### src/rtl/ft245_sff_emulator.sv
// Device-side model of the FT245 synchronous FIFO interface.
// Two byte FIFOs bridge the FT pins to a valid/ready host byte stream.
module ft245_sff_emulator #(
    parameter int unsigned RX_AW = 4,
    parameter int unsigned TX_AW = 4
) (
    input  logic       Clk,
    input  logic       ARst,
    output logic       RXFn,
    output logic       TXEn,
    input  logic       RDn,
    input  logic       OEn,
    input  logic       WRn,
    output logic [7:0] DOUT,
    output logic       DOUTEn,
    input  logic [7:0] DIN,
    input  logic [7:0] HostInData,
    input  logic       HostInValid,
    output logic       HostInReady,
    output logic [7:0] HostOutData,
    output logic       HostOutValid,
    input  logic       HostOutReady,
    output logic       ErrUnderrun,
    output logic       ErrOverrun,
    output logic       ErrBus
);

    localparam logic [RX_AW:0] RX_FULL = {1'b1, {RX_AW{1'b0}}};
    localparam logic [TX_AW:0] TX_FULL = {1'b1, {TX_AW{1'b0}}};

    logic [7:0]       rx_mem [2**RX_AW];
    logic [7:0]       tx_mem [2**TX_AW];

    logic [RX_AW-1:0] rx_wp_q, rx_wp_d, rx_rp_q, rx_rp_d;
    logic [RX_AW:0]   rx_cnt_q, rx_cnt_d;
    logic [TX_AW-1:0] tx_wp_q, tx_wp_d, tx_rp_q, tx_rp_d;
    logic [TX_AW:0]   tx_cnt_q, tx_cnt_d;
    logic             rxf_q, rxf_d, txe_q, txe_d;
    logic             eu_q, eu_d, eo_q, eo_d, eb_q, eb_d;

    logic rd_req, rx_pop, rx_ready, rx_push;
    logic wr_req, tx_pop, tx_room, tx_push;

    always_comb begin
        rd_req   = ~OEn & ~RDn;
        rx_pop   = rd_req & (rx_cnt_q != '0);
        // A pop frees a slot this cycle, so a full FIFO still accepts a push.
        rx_ready = (rx_cnt_q != RX_FULL) | rx_pop;
        rx_push  = HostInValid & rx_ready;

        wr_req   = ~WRn;
        tx_pop   = HostOutReady & (tx_cnt_q != '0);
        tx_room  = (tx_cnt_q != TX_FULL) | tx_pop;
        tx_push  = wr_req & OEn & tx_room;

        rx_wp_d  = rx_wp_q + RX_AW'(rx_push);
        rx_rp_d  = rx_rp_q + RX_AW'(rx_pop);
        rx_cnt_d = rx_cnt_q + (RX_AW+1)'(rx_push) - (RX_AW+1)'(rx_pop);

        tx_wp_d  = tx_wp_q + TX_AW'(tx_push);
        tx_rp_d  = tx_rp_q + TX_AW'(tx_pop);
        tx_cnt_d = tx_cnt_q + (TX_AW+1)'(tx_push) - (TX_AW+1)'(tx_pop);

        rxf_d    = (rx_cnt_d == '0);
        txe_d    = (tx_cnt_d == TX_FULL);

        eu_d     = eu_q | (rd_req & (rx_cnt_q == '0));
        eo_d     = eo_q | (wr_req & OEn & ~tx_room);
        eb_d     = eb_q | (wr_req & ~OEn);
    end

    always_ff @(posedge Clk or posedge ARst) begin
        if (ARst) begin
            rx_wp_q  <= '0;
            rx_rp_q  <= '0;
            rx_cnt_q <= '0;
            tx_wp_q  <= '0;
            tx_rp_q  <= '0;
            tx_cnt_q <= '0;
            rxf_q    <= 1'b1;
            txe_q    <= 1'b1;
            eu_q     <= 1'b0;
            eo_q     <= 1'b0;
            eb_q     <= 1'b0;
        end else begin
            rx_wp_q  <= rx_wp_d;
            rx_rp_q  <= rx_rp_d;
            rx_cnt_q <= rx_cnt_d;
            tx_wp_q  <= tx_wp_d;
            tx_rp_q  <= tx_rp_d;
            tx_cnt_q <= tx_cnt_d;
            rxf_q    <= rxf_d;
            txe_q    <= txe_d;
            eu_q     <= eu_d;
            eo_q     <= eo_d;
            eb_q     <= eb_d;
        end
    end

    // Storage is deliberately left unreset.
    always_ff @(posedge Clk) begin
        if (rx_push && !ARst) begin
            rx_mem[rx_wp_q] <= HostInData;
        end
        if (tx_push && !ARst) begin
            tx_mem[tx_wp_q] <= DIN;
        end
    end

    assign RXFn         = rxf_q;
    assign TXEn         = txe_q;
    assign HostInReady  = rx_ready & ~ARst;
    assign HostOutValid = tx_cnt_q != '0;
    assign HostOutData  = tx_mem[tx_rp_q];
    assign DOUTEn       = ~OEn;
    assign DOUT         = (~OEn & ~ARst) ? rx_mem[rx_rp_q] : 8'h00;
    assign ErrUnderrun  = eu_q;
    assign ErrOverrun   = eo_q;
    assign ErrBus       = eb_q;

endmodule

### config.mk
export PLATFORM = sky130hd
export DESIGN_NAME = ft245_sff_emulator
export DESIGN_NICKNAME = d
export VERILOG_FILES = /design/src/rtl/ft245_sff_emulator.sv
export SDC_FILE = /design/constraint.sdc
export NUM_CORES = 1
export LEC_CHECK = 0
export ABC_AREA = 1
export CAP_MARGIN = 15
export CORE_MARGIN = 4
export CORE_UTILIZATION = 40
export DETAILED_ROUTE_END_ITERATION = 10
export PLACE_DENSITY_LB_ADDON = 0.3
export SYNTH_ARGS = -nofsm -noshare
export SYNTH_HDL_FRONTEND = slang
export SYNTH_SLANG_ARGS = --single-unit
export TNS_END_PERCENT = 50
### constraint.sdc
create_clock -name Clk -period 5.1 [get_ports Clk]
set_input_delay 0.765 -clock Clk [delete_from_list [all_inputs] [get_ports Clk]]
set_output_delay 0.765 -clock Clk [all_outputs]
set_load 0.02 [all_outputs]
* Yosys cells after proc, flatten, opt, wreduce, memory -nomap -nowiden
Memories as Yosys holds them, arrays and structs flattened.
Cells that the tools add are included.
** Storage, ports and cells
- Output and inout bits :: 24
- Bits in registers :: 31
- Word-level logic and storage cells :: 57
- Memories :: 2
- RAM bits :: 256
- Input bits :: 23
** Memories
- rx_mem :: words 16, width 8, read ports 1, clocked after Yosys merged registers in 0, write ports 1, RTL line 31 : logic [7:0] rx_mem [2**RX_AW];
- tx_mem :: words 16, width 8, read ports 1, clocked after Yosys merged registers in 0, write ports 1, RTL line 32 : logic [7:0] tx_mem [2**TX_AW];
** Operators by class
- Eq/ne operators :: 3
- Add/subtract/negate cells :: 8
- Bitwise gates (word level) :: 21
- Reductions and logical operators :: 7
- Multiplexer cells :: 5
** Operators with widths (number)
- $add 4x1->4 :: 4
- $and 1x1->1 :: 11
- $add 5x1->5 :: 2
- $logic_not 5->1 :: 2
- $ne 5x5->1 const B :: 2
- $reduce_bool 5->1 :: 2
- $sub 5x1->5 :: 2
- $mux 8 :: 1
- $eq 5x5->1 const B :: 1
- $not 1->1 :: 5
- $or 1x1->1 :: 5
- $mux 1 :: 4
- $logic_and 1x1->1 :: 2
- $logic_not 1->1 :: 1

* Longest topological paths before layout
Gate-level depths: netlist of run 1.
- Depth in word-level cells :: 8
- Mapped depth :: 16
- Gate-level depth less buffers :: 16

* Worst setup path after synthesis of run 1
No wires, ideal clock.
- Path kind :: input-to-output
- Start :: input ARst
- End :: output DOUT[0]
- Slack :: 2184 ps
- Arrival :: 2151 ps
- Stages :: 3
- Path through :: inv_1 > nand2_1 > a21oi_1
** On the way
- Word-level cells in the longest chain between the ends :: 3
** Ends and longest elaborated chain
- start: declaration :: RTL line 8 : input logic ARst,
- $not 1->1 :: RTL line 116 : assign DOUT = (~OEn & ~ARst) ? rx_mem[rx_rp_q] : 8'h00;
- $and 1x1->1 :: RTL line 116
- $mux 8 :: RTL line 116
- end: declaration :: RTL line 14 : output logic [7:0] DOUT,
Every way passes these cells.

* Worst setup path after layout of run 1
- Start :: register rx_rp_q[0]
- End :: output DOUT[0]
** On the way
- Word-level cells in the longest chain between the ends :: 2
** Ends and longest elaborated chain
- start: declaration :: RTL line 34 : logic [RX_AW-1:0] rx_wp_q, rx_wp_d, rx_rp_q, rx_rp_d;
- start signal: assignment :: RTL line 87 : rx_rp_q <= rx_rp_d;
- $mem_v2 16x8
- $mux 8 :: RTL line 116
Every way passes these cells.

==> reports/results.tsv, run 1 <==
stage	metric	value	unit
cells_and_area	diodes	0	
floorplan	die_y	184	µm
placed_design	placedCellCount	1498	
worst_setup_path	cpPeakStageDelay	790	ps
yosys	ys_seq_area_frac	0.686	
route	drc_errors	0	
run_status	status	completed	
clock_tree	postCtsSetupRepairBufs	0	
route	highest_layer	met4	
worst_setup_path	crit_path_max_fanout	64	
worst_setup_path	cp_cell_sequence	inv_2 > nand2_1 > nand2_1 > nand2_1 > nand3_1 > nand3_1 > a21oi_1 > clkdlybuf4s50_1	
worst_setup_path	crit_required	4340	ps
global_routing	grt_max_degree	66	
cells_and_area	nets	1177	
clock_tree	cts_buffer_depth	3	
timing	final.setup.tns	0	ps
cells_and_area	instances_no_fill	1554	
route	wl_met3	1480	µm
pwr	switching_share	0.356	
route	drt-total-wl	26600	µm
yosys	synth_seq_cells	287	
route	ant_nets	0	
route	vias	7759	
route	first_pass_iters	5	
placed_design	place_congestion	0.806	
yosys	syn_avg_cell_area	11.2	µm²
worst_setup_path	crit_type	reg2out	
worst_hold_path	hp-class	reg2reg	
cells_and_area	fill_cells	2763	
flow_run	max_cap_violations	0	
placed_design	port_buffers	46	
cells_and_area	synthToLayoutAreaGrowth	13.4	%
timing	worst_slew_pin_slew	1130	ps
pwr	total_leakage_power	5.54	nW
worst_setup_path	cp.arrival	3150	ps
yosys	syn-num-nets	1141	
global_routing	overflow	0	
timing	slew_headroom	0.247	
placed_design	dp_hpwl	16900	µm
pwr	comb_power_share	0.318	
clock_tree	cts_buffers	30	
timing	finalCritPeriodShare	0.767	
yosys	synth_compound_area_frac	0.0547	
clock_tree	cts_root_buf	clkbuf_16	
worst_hold_path	holdPathEnd	ErrBus$_DFF_PP0_	
worst_setup_path	worstReg2RegEnd	RXFn$_DFF_PP1_	
floorplan	die_area	33700	µm²
worst_setup_path	worst-r2r-cell-count	15	
timing	slew_violations	0	
pwr	pwr_density_cell	540	nW/µm²
yosys	synth_mux_area_frac	0	
route	routedWlPerCell	17.1	µm
timing	finalHoldViolCount	0	
route	dr_wl_met2	12600	µm
clock_tree	cts_tree	yes	
yosys	synth_xor_area_frac	0.0107	
timing	final-setup-viol-count	0	
pwr	intPower	4.86	mW
pwr	p_clk_frac	0.277	
global_routing	grt.total_usage	0.157	
worst_setup_path	cp_top_family	buffers and inverters	
floorplan	initial_core_util	0.404	
timing	fmax	256	MHz
worst_setup_path	crit_buf_inv	2	
pwr	ir_worst_vdd	0.000411	V
worst_hold_path	hold_depth	1	
timing	skew	17.0	ps
yosys	synth_top_family_by_area	simple AND/OR/NAND/NOR gates	
yosys	synth_area	12300	µm²
worst_setup_path	cp.depth	8	
worst_setup_path	worstSetupEndpointType	output pin	
worst_setup_path	r2r-start	rx_cnt_q[2]$_DFF_PP0_	
global_routing	first_global_vias	7556	
route	dr.first_iter.drc_count	707	
worst_setup_path	r2r_slack	2570	ps
clock_tree	hold_buffers	0	
worst_setup_path	crit_slowest_cell	inv_2	
floorplan	num_rows	64	
clock_tree	clk_pin_slew_worst_paths	60	ps
route	wl_met1	11800	µm
cells_and_area	layout-drive-gt1-share	0.0509	
floorplan	io_pins	47	
yosys	ys_warn_count	0	
timing	finalCriticalPeriod	3910	ps
yosys	synthAdderAreaFrac	0.0215	
worst_setup_path	crit_top_cell	nand2_1	
pwr	p_sw	2.69	mW
worst_hold_path	hold_path.startpoint	ErrBus$_DFF_PP0_	
yosys	synthSimpleGateAreaFrac	0.154	
floorplan	die_x	184	µm
cells_and_area	fin_util	0.459	
yosys	synthDistinctLibCells	27	
timing	rsz0062_at_grt	false	
clock_tree	clk_latency	550	ps
global_routing	antenna_found_initial	0	
yosys	syn_inst	1098	
route	routed_via_density	4.99	
clock_tree	cts_resized	0	
pwr	seqPwrFrac	0.405	
clock_tree	clock-sinks	287	
global_routing	grt_pass1_wl	42000	µm
clock_tree	htreeDepth	1	
worst_setup_path	cp-start-kind	register	
floorplan	core	30500	µm²
power groups by stage:
stage               sequential (mW)  clock (mW)  combinational, mW
floorplan                      2.93           0               1.90
global placement               3.09           0               2.40
detailed placement             3.10           0               2.42
CTS                            3.05        2.13               2.43
global route                   3.09        2.24               2.70
finish                         3.05        2.09               2.40
routing by layer:
layer / vias up / global-route usage
met5: - / 0
met4: 0 / 0.0396
met3: 43 / 0.0247
met2: 229 / 0.256
met1: 3726 / 0.222
li1: 3761 / -
logic make-up (layout without fill, tap and decap cells):
group / Yosys count / in the layout
buf+inv: 207 / 267
compound gates: 114 / 114
simple gates: 455 / 455
xor+xnor: 15 / 15
flops: 287 / 287
fa+ha+maj: 20 / 20
through the flow:
step                setup WS [ps]  hold slack, ps  total power, mW  area (µm²)
floorplan                    2180             473             4.83       12300
global placement             1770             465             5.49       13000
detailed placement           1750             461             5.52       13000
CTS                          1180             483             7.62       14000
global route                  949             523             8.03       14000
finish                       1190             471             7.55       14000
layout by cell type, fill, tap and decap left out, types with 6 or more instances in the layout:
cell	instances
a21oi_1	44
buf_4	7
clkbuf_1	15
clkbuf_16	30
clkbuf_8	6
clkdlybuf4s50_1	46
dfrtp_1	26
edfxtp_1	256
ha_1	18
inv_1	154
nand2_1	265
nand3_1	140
nor2_1	45
o211ai_1	30
o21ai_0	32
xor2_1	14
how the worst max path moves through the flow:
stage                          from  endpoint  slack (ps)
2_1_floorplan                  ARst   DOUT[0]        2180
3_3_place_gp                   ARst   DOUT[0]        1770
3_5_place_dp                   ARst   DOUT[0]        1750
4_1_cts        rx_rp_q[0]$_DFF_PP0_   DOUT[0]        1180
5_1_grt        rx_rp_q[0]$_DFF_PP0_   DOUT[0]         950
6_report       rx_rp_q[0]$_DFF_PP0_   DOUT[0]        1190
synth_stat cells (all sizes together):
| cell | number | share of area |
|---|---|---|
| clkinv | 2 | 0.00061 |
| or2 | 1 | 0.00051 |
| buf | 45 | 0.024 |
| clkbuf | 4 | 0.0012 |
| o211ai | 32 | 0.020 |
| inv | 156 | 0.047 |
| dfstp | 2 | 0.0043 |
| nand2 | 265 | 0.081 |
| a21o | 2 | 0.0012 |
| a31oi | 1 | 0.00051 |
| nor3 | 2 | 0.00081 |
| o21ai | 32 | 0.013 |
| nand3 | 140 | 0.057 |
| edfxtp | 256 | 0.62 |
| dfrtp | 29 | 0.059 |
| fa | 2 | 0.0032 |
| xnor2 | 1 | 0.00071 |
| ha | 18 | 0.018 |
| xor2 | 14 | 0.0099 |
| nor2 | 47 | 0.015 |
| o21bai | 3 | 0.0018 |
| a21oi | 44 | 0.018 |
sequential cells by signal (all words and copies together) (netlist names), 4 cells and up:
name / cells
rx_cnt_q: 5
rx_mem: 128
rx_rp_q: 4
rx_wp_q: 4
tx_cnt_q: 5
tx_mem: 128
tx_rp_q: 4
tx_wp_q: 4
area by class of cell:
type | instances | area [µm²] | area share
Timing Repair Buffer | 53 | 513 | 0.0367
Tap cell | 396 | 495 | 0.0354
Clock inverter | 5 | 62.6 | 0.00447
Sequential cell | 287 | 8470 | 0.606
Clock buffer | 51 | 890 | 0.0636
Inverter | 158 | 593 | 0.0424
Multi-Input combinational cell | 604 | 2960 | 0.212
(Power assumes the default switching activity.)
==> run 2, diff against run 1 <==
==> constraint.sdc (replaced) <==
create_clock -name Clk -period 3.75 [get_ports Clk]
set_input_delay 0.5625 -clock Clk [delete_from_list [all_inputs] [get_ports Clk]]
set_output_delay 0.5625 -clock Clk [all_outputs]
set_load 0.02 [all_outputs]
==> reports/results.tsv, run 2 (synthesis results as in run 1) <==
stage	metric	value	unit	change
floorplan	num_rows	64		unchanged
timing	skew	21.8	ps	+4.75 ps
worst_setup_path	worstSetupEndpointType	output pin		
worst_setup_path	r2r-start	rx_cnt_q[3]$_DFF_PP0_		
timing	final.setup.tns	0	ps	unchanged
timing	whs	476	ps	+4.49 ps
worst_setup_path	cp_cell_sequence	buf_4 > o211ai_1 > nand3_1 > nand3_1 > nand2_1 > clkdlybuf4s50_1		
floorplan	io_pins	47		unchanged
worst_setup_path	crit_type	reg2out		
route	routed_via_density	4.99		about the same
clock_tree	clk_pin_slew_worst_paths	60	ps	about the same
cells_and_area	diodes	0		unchanged
global_routing	grt_max_degree	59		-11%
timing	worst_slew_pin_slew	1030	ps	-98.5 ps
timing	finalCriticalPeriod	3500	ps	
worst_setup_path	crit_required	3190	ps	-1150 ps
cells_and_area	seq_area	8470	µm²	unchanged
route	ant_nets	0		unchanged
timing	slew_violations	0		unchanged
worst_setup_path	endpoint	HostOutData[0]		
route	drt-total-wl	26600	µm	+0.20%
worst_setup_path	r2r_slack	1240	ps	-1330 ps
timing	finalCritPeriodShare	0.934		
worst_setup_path	cp.arrival	2940	ps	-210 ps
clock_tree	htreeDepth	1		unchanged
cells_and_area	layout-drive-gt1-share	0.0633		+0.0124
worst_setup_path	worstReg2RegEnd	RXFn$_DFF_PP1_		
floorplan	die_x	184	µm	unchanged
clock_tree	cts_tree	yes		
cells_and_area	final_cell_mix	nand2_1, edfxtp_1, inv_1		
worst_hold_path	hold_depth	1		unchanged
pwr	total_leakage_power	5.62	nW	+1.5%
route	first_pass_iters	5		unchanged
cells_and_area	synthToLayoutAreaGrowth	14.5	%	
route	dr.first_iter.drc_count	708		+0.14%
global_routing	grt_pass1_wl	41800	µm	-0.41%
timing	final-setup-viol-count	0		unchanged
global_routing	overflow	0		unchanged
floorplan	core	30500	µm²	unchanged
placed_design	place_congestion	0.814		+0.93%
worst_setup_path	cp_top_family	flip-flops		
clock_tree	cts_root_buf	clkbuf_16		
placed_design	dp_hpwl	17100	µm	+1.2%
worst_setup_path	worst-r2r-cell-count	14		-1
worst_setup_path	crit_slowest_cell	dfrtp_2		
worst_setup_path	startpoint	tx_rp_q[1]$_DFF_PP0_		
run_status	status	completed		
clock_tree	cts_buffer_depth	3		unchanged
clock_tree	clock-sinks	287		unchanged
worst_hold_path	hp-class	reg2reg		
worst_setup_path	cp.depth	6		-2
timing	finalHoldViolCount	0		unchanged
clock_tree	hold_buffers	0		unchanged
cells_and_area	fin_util	0.463		+0.00435
floorplan	die_y	184	µm	unchanged
worst_setup_path	crit_path_max_fanout	53		-17%
worst_setup_path	crit_buf_inv	2		unchanged
global_routing	first_global_vias	7480		-1.0%
cells_and_area	biggestRegsByFlops	rx_mem x128, tx_mem x128		
floorplan	initial_core_util	0.404		unchanged
worst_setup_path	cp-start-kind	register		
route	routedWlPerCell	17.0	µm	-0.50%
clock_tree	cts_resized	0		unchanged
route	vias	7810		+0.66%
timing	slew_headroom	0.312		+0.0657
timing	rsz0062_at_grt	false		
pwr	ir_worst_vdd	0.000430	V	+4.4%
clock_tree	postCtsSetupRepairBufs	0		unchanged
global_routing	antenna_found_initial	0		unchanged
clock_tree	cts_buffers	30		unchanged
cells_and_area	fill_cells	2770		+0.25%
worst_setup_path	cpPeakStageDelay	1030	ps	+240 ps
worst_setup_path	crit_top_cell	nand3_1		
floorplan	die_area	33700	µm²	unchanged
clock_tree	clk_latency	550	ps	about the same
pwr	pwr_density_cell	738	nW/µm²	+37%
global_routing	grt.total_usage	0.158		+0.000640
flow_run	max_cap_violations	0		unchanged
route	drc_errors	0		unchanged
cells_and_area	final_common_cell	nand2_1		
timing	fmax	286	MHz	
cells_and_area	multi_input_area	2960	µm²	unchanged
cells_and_area	nets	1191		+1.2%
placed_design	port_buffers	46		unchanged
[run 2: cell count changes in the layout (fill, tap and decap cells not counted), moves of 2 or more]
cell       previous run  this run
clkbuf_16            30        32
clkbuf_1             15        12
buf_4                 7        20
clkbuf_8              6         2
[run 2: power breakdown]
group	internal (mW)	switching [mW]	total [mW]
logic	1.20	2.18	3.38
registers	3.79	0.336	4.12
clock network	1.73	1.18	2.91
total	6.72	3.70	10.4
[run 2: through the flow]
stage / setup WS [ps] / area, µm² / instances / total power [mW]
CTS: 247 / 14100 / 1565 / 10.5
floorplan: 1240 / 12300 / 1098 / 6.56
detailed placement: 844 / 13200 / 1512 / 7.57
global placement: 854 / 13200 / 1512 / 7.53
global route: 72.7 / 14100 / 1565 / 11.1
finish: 249 / 14100 / 1565 / 10.4
[run 2: worst min-delay path by stage]
| stage | from | end | slack, ps |
|---|---|---|---|
| after floorplan | rx_rp_q[1]$_DFF_PP0_ | rx_rp_q[1]$_DFF_PP0_ | 470 |
| after global placement | ErrBus$_DFF_PP0_ | ErrBus$_DFF_PP0_ | 460 |
| after detailed placement | ErrBus$_DFF_PP0_ | ErrBus$_DFF_PP0_ | 460 |
| after CTS | ErrUnderrun$_DFF_PP0_ | ErrUnderrun$_DFF_PP0_ | 480 |
| after global routing | ErrUnderrun$_DFF_PP0_ | ErrUnderrun$_DFF_PP0_ | 510 |
| final | ErrUnderrun$_DFF_PP0_ | ErrUnderrun$_DFF_PP0_ | 480 |
[run 2: area by class of cell]
class | instances | area share
sequential | 287 | 0.600
multi-input combinational | 604 | 0.210
clock buffer | 46 | 0.0618
timing repair buffer | 67 | 0.0447
inverter | 158 | 0.0420
tap | 396 | 0.0351
clock inverter | 7 | 0.00664
[run 2: worst register-to-register path, stage by stage (launching register included)]
cell and delay, ps:
dfrtp_1 380, inv_1 80, ha_1 140, nand2_1 60, nor2_1 160, nand2_1 100, nand2_1 100, or2_2 140
nand2_1 60, ha_1 210, fa_1 430, xor2_1 190, nor3_1 190, nand3_1 100, nor2_1 100
[run 2: routing by layer]
metal  vias to the layer above  routed length, µm  track usage
li1                       3789                  -            -
met1                      3759              11800        0.225
met2                       209              12400        0.253
met3                        53               1640       0.0251
met4                         0                717       0.0438
met5                         -                  0            0
